## src/rtl/adder_incr_pkg.sv

```systemverilog
// Shared elaboration helpers for the adder_incr incrementer slice.
package adder_incr_pkg;

    // Number of doubling stages needed so a prefix span covers w bits.
    function automatic int unsigned prefix_levels(input int unsigned w);
        for (int unsigned n = 0; n < 32; n++) begin
            if ((32'd1 << n) >= w) return n;
        end
        return 32;
    endfunction

endpackage

```

## src/rtl/adder_incr_prefix_and.sv

```systemverilog
// Log-depth parallel-prefix AND: all_ones_below[i] is 1 when a[i-1:0] is all ones.
module inc_prefix_and
    import adder_incr_pkg::*;
#(
    parameter int WIDTH = 32
) (
    input  logic [WIDTH-1:0] a,
    output logic [WIDTH:0]   all_ones_below
);

    localparam int unsigned LEVELS = prefix_levels(WIDTH);

    // Kogge-Stone style: each stage doubles the span, so bit j ends as &a[j:0].
    always_comb begin
        logic [WIDTH-1:0] p;
        logic [WIDTH-1:0] nxt;
        int unsigned      stride;
        p      = a;
        nxt    = a;
        stride = 1;
        for (int unsigned k = 0; k < LEVELS; k++) begin
            stride = 32'd1 << k;
            nxt    = p;
            for (int unsigned j = stride; j < WIDTH; j++) begin
                nxt[j] = p[j] & p[j - stride];
            end
            p = nxt;
        end
        all_ones_below = {p, 1'b1};
    end

endmodule

```

## src/rtl/adder_incr.sv

```systemverilog
// Incrementer out = a + en with carry-out, plus a registered copy of both.
module adder_incr
    import adder_incr_pkg::*;
#(
    parameter int WIDTH = 32
) (
    input  logic [WIDTH-1:0] a,
    output logic [WIDTH-1:0] out,
    input  logic             en,
    output logic             cout,
    input  logic             clk,
    input  logic             rst,
    output logic [WIDTH-1:0] out_q,
    output logic             cout_q
);

    logic [WIDTH:0] all_ones_below;

    inc_prefix_and #(.WIDTH(WIDTH)) u_prefix (
        .a              (a),
        .all_ones_below (all_ones_below)
    );

    // A bit flips only when the carry-in reaches it through all-ones below.
    assign out  = a ^ ({WIDTH{en}} & all_ones_below[WIDTH-1:0]);
    assign cout = en & all_ones_below[WIDTH];

    always_ff @(posedge clk) begin
        if (rst) begin
            out_q  <= '0;
            cout_q <= 1'b0;
        end else begin
            out_q  <= out;
            cout_q <= cout;
        end
    end

endmodule

```

## config.mk

```make
export PLATFORM = sky130hd
export DESIGN_NAME = adder_incr
export DESIGN_NICKNAME = d
export VERILOG_FILES = /design/src/rtl/adder_incr_pkg.sv /design/src/rtl/adder_incr_prefix_and.sv /design/src/rtl/adder_incr.sv
export SDC_FILE = /design/constraint.sdc
export NUM_CORES = 1
export LEC_CHECK = 0
export BUFFER_PORTS_ARGS = -buffer_cell sky130_fd_sc_hd__buf_2
export CAP_MARGIN = 40
export CORE_ASPECT_RATIO = 1.1
export CORE_UTILIZATION = 52
export DETAILED_ROUTE_END_ITERATION = 8
export GPL_TIMING_DRIVEN = 0
export PLACE_DENSITY_LB_ADDON = 0.15
export SETUP_SLACK_MARGIN = 0.02
export SYNTH_ARGS = -nofsm -noshare
export SYNTH_HDL_FRONTEND = slang
export SYNTH_HIERARCHICAL = 1
export SYNTH_SLANG_ARGS = --single-unit
export TNS_END_PERCENT = 50
```

## constraint.sdc

```tcl
create_clock -name clk -period 3.2 [get_ports clk]
set_clock_uncertainty 0.2 [all_clocks]
set_input_delay 0.32 -clock clk [delete_from_list [all_inputs] [get_ports clk]]
set_output_delay 0.32 -clock clk [all_outputs]
set_load 0.005 [all_outputs]
```

==> results_dict.tcl <==
set metrics [dict create \
    drt-total-wl_mm 5.06 \
    clkTransAtPathRegs_ps 70 \
    drc 0 \
    wl_per_cell_um 11.6 \
    core_um2 4320 \
    synth_area_um2 2360 \
    synth_top_family_by_area "simple AND/OR/NAND/NOR gates" \
    slowest_delay_ps 500 \
    synth.area.top_cells "dfxtp_1 (28%), mux2_4 (17%), xnor2_1 (12%)" \
    slew_violations 0 \
    cp-start-kind "primary input" \
    crit_end "out[25]" \
    drt_iter0_drc 90 \
    tns_ps 0 \
    start_util_pct 54.8 \
    ys_types 24 \
    cp.arrival_ps 1930 \
    track_usage_pct 22.2 \
    hp-class "in -> reg" \
    synth_mux_area_share_pct 19.5 \
    critPathTopFamily "simple AND/OR/NAND/NOR gates" \
    vias_per_cell 4.96 \
    final-hold-violation-count 0 \
    pwr_density_cell_nw_per_um2 334 \
    drive_above_1_share_pct 42.4 \
    drt_pass1_iterations 4 \
    die_y_um 72.7 \
    min_period_ps 2450 \
    max_cap_viol_count 0 \
    avgSynthCellArea_um2 8.57 \
    post-route-period-util_pct 76.7 \
    place.gp.congestion 0.810 \
    postCtsSetupRepairBufs 0 \
    ant_nets 0 \
    run_status "complete, no violations" \
    endpoint_kind "primary output" \
    yosys.area_share.simple_pct 34.0 \
    synth-compound-area-share_pct 0 \
    synth.yosys.seq_area_share_pct 27.9 \
    nets 416 \
    ctsResizeCount 0 \
    critPathLaunch "a[10]" \
    syn_to_final_growth_pct 27.9 \
    synth-edff-count 0 \
    cp_slowest_cell "or4_4" \
    synth_top_cells_by_count "nor2_1 (39), nand2_1 (36), dfxtp_1 (33), nor2b_1 (33), xnor2_1 (32)" \
    cts_hold_buf 0 \
    syn-num-nets 311 \
    dieArea_um2 4820 \
    synth_top_cell_by_area "dfxtp_1" \
    crit_type "in -> out" \
    ir_worst_vdd_mv 0.202 \
    grt_pass1_vias 1926 \
    row_count 25 \
    setup_viol 0 \
    synth_adder_area_share_pct 0 \
    clock_tree.root_cell "clkbuf_8" \
    grt_pass1_wl_mm 8.35 \
    cts_max_path_buffers 2 \
    cts_tree "built" \
    worst-path-max-fanout 10 \
    cp_cell_sequence "buf_2 -> nand3_1 -> or4_4 -> buf_6 -> buf_6 -> nor3_2 -> nand2_1 -> xnor2_1 -> buf_2" \
    numCtsBuffers 5 \
    n_antenna_cell 0 \
    async_flop_share_pct 0 \
    fin_util_pct 70.1 \
    ys.flop_type "dfxtp_1" \
    cts_num_sinks 33 \
    synth_xor_area_share_pct 11.9 \
    leakage_nw 1.48 \
    synth_top_cell_area_share_pct 27.9 \
    die_width_um 66.3 \
    grt.overflow.total 0 \
    synth.most_common_cell "nor2_1" \
    cts_max_level 2 \
    cp.required_ps 2680 \
    port_buffers 98 \
    num_vias 2161 \
    hpwl_mm 3.93 \
    grt_max_degree 11 \
    clock.fmax_ghz 0.407 \
    syn-instance-count 276 \
    cp.depth 9 \
    rsz0062_at_grt "false" \
    ys_seq_elements 33 \
    ys_warn_count 6 \
    cp_num_buf_inv 4 \
    antenna_found_initial 0 \
    ioPinCount 101 \
]
## logic make-up after synthesis
| logic type | after synthesis |
|---|---|
| DFF | 33 |
| other | 1 |
| buffers and inverters | 22 |
| muxes | 32 |
| xor gates and xnor gates | 32 |
| and+or+nand+nor | 156 |
## per-layer routing
metal	GRT usage (%)	vias up	share of wire (%)
met1	27.3	982	45
met2	37.8	67	48
li1	-	1104	-
met3	5.16	8	5.9
met5	0	-	0
met4	7.80	0	1.6
## worst min-delay path by stage
stage / slack [ps] / cells past startpoint / to / from
global route: 230 / 3 / out_q[26] / a[26]
floorplan: 340 / 2 / out_q[30] / a[30]
finish: 220 / 3 / out_q[30] / a[30]
detailed placement: 490 / 1 / out_q[10] / out_q[10]
global placement: 490 / 3 / out_q[30] / a[30]
CTS: 210 / 3 / out_q[30] / a[30]
## power by group
part / switching, mW / total (mW) / internal [mW]
Combinational: 0.104 / 0.220 / 0.116
Sequential: 0.00447 / 0.437 / 0.433
Clock: 0.158 / 0.352 / 0.194
Total: 0.266 / 1.01 / 0.743
## sequential cells by signal, summed over array words and instances, names as in the netlist
name	cells
out_q	32
cout_q	1
## per-stage QoR
step	instances	hold slack (ps)	setup slack (ps)	power [mW]	cell area, um2
after detailed placement	428	493	741	0.667	2920
after CTS	436	208	728	1.02	3020
after global routing	436	226	593	1.07	3020
after floorplan	276	345	1080	0.568	2360
after global placement	428	494	748	0.663	2920
final	436	217	746	1.01	3020
## area by class of cell
| cell class | instances | area (um2) |
|---|---|---|
| Multi-Input combinational cell | 221 | 1550 |
| Fill cell | 379 | 1290 |
| Sequential cell | 33 | 661 |
| Timing Repair Buffer | 98 | 490 |
| Buffer | 15 | 129 |
| Clock buffer | 7 | 96.3 |
| Tap cell | 54 | 67.6 |
| Inverter | 7 | 26.3 |
| Clock inverter | 1 | 5.00 |
## worst min-delay path: stages
cell and delay (ps):
buf_2 130, nor2_1 90, mux2_2 140
## placed cells by master (no fill, tap or decap), drive strengths merged
cell type and instances:
nand3 9, nor2b 33, and2 4, and4 3
buf 113, mux2 32, dfxtp 33, or4 1
nand2 38, nor3 14, xnor2 32, nor2 39
nor4 2, and3 6, nor3b 1, conb 1
clkbuf 7, inv 7, clkinv 1, nand4 6
Power figures use the tool's default switching activity.
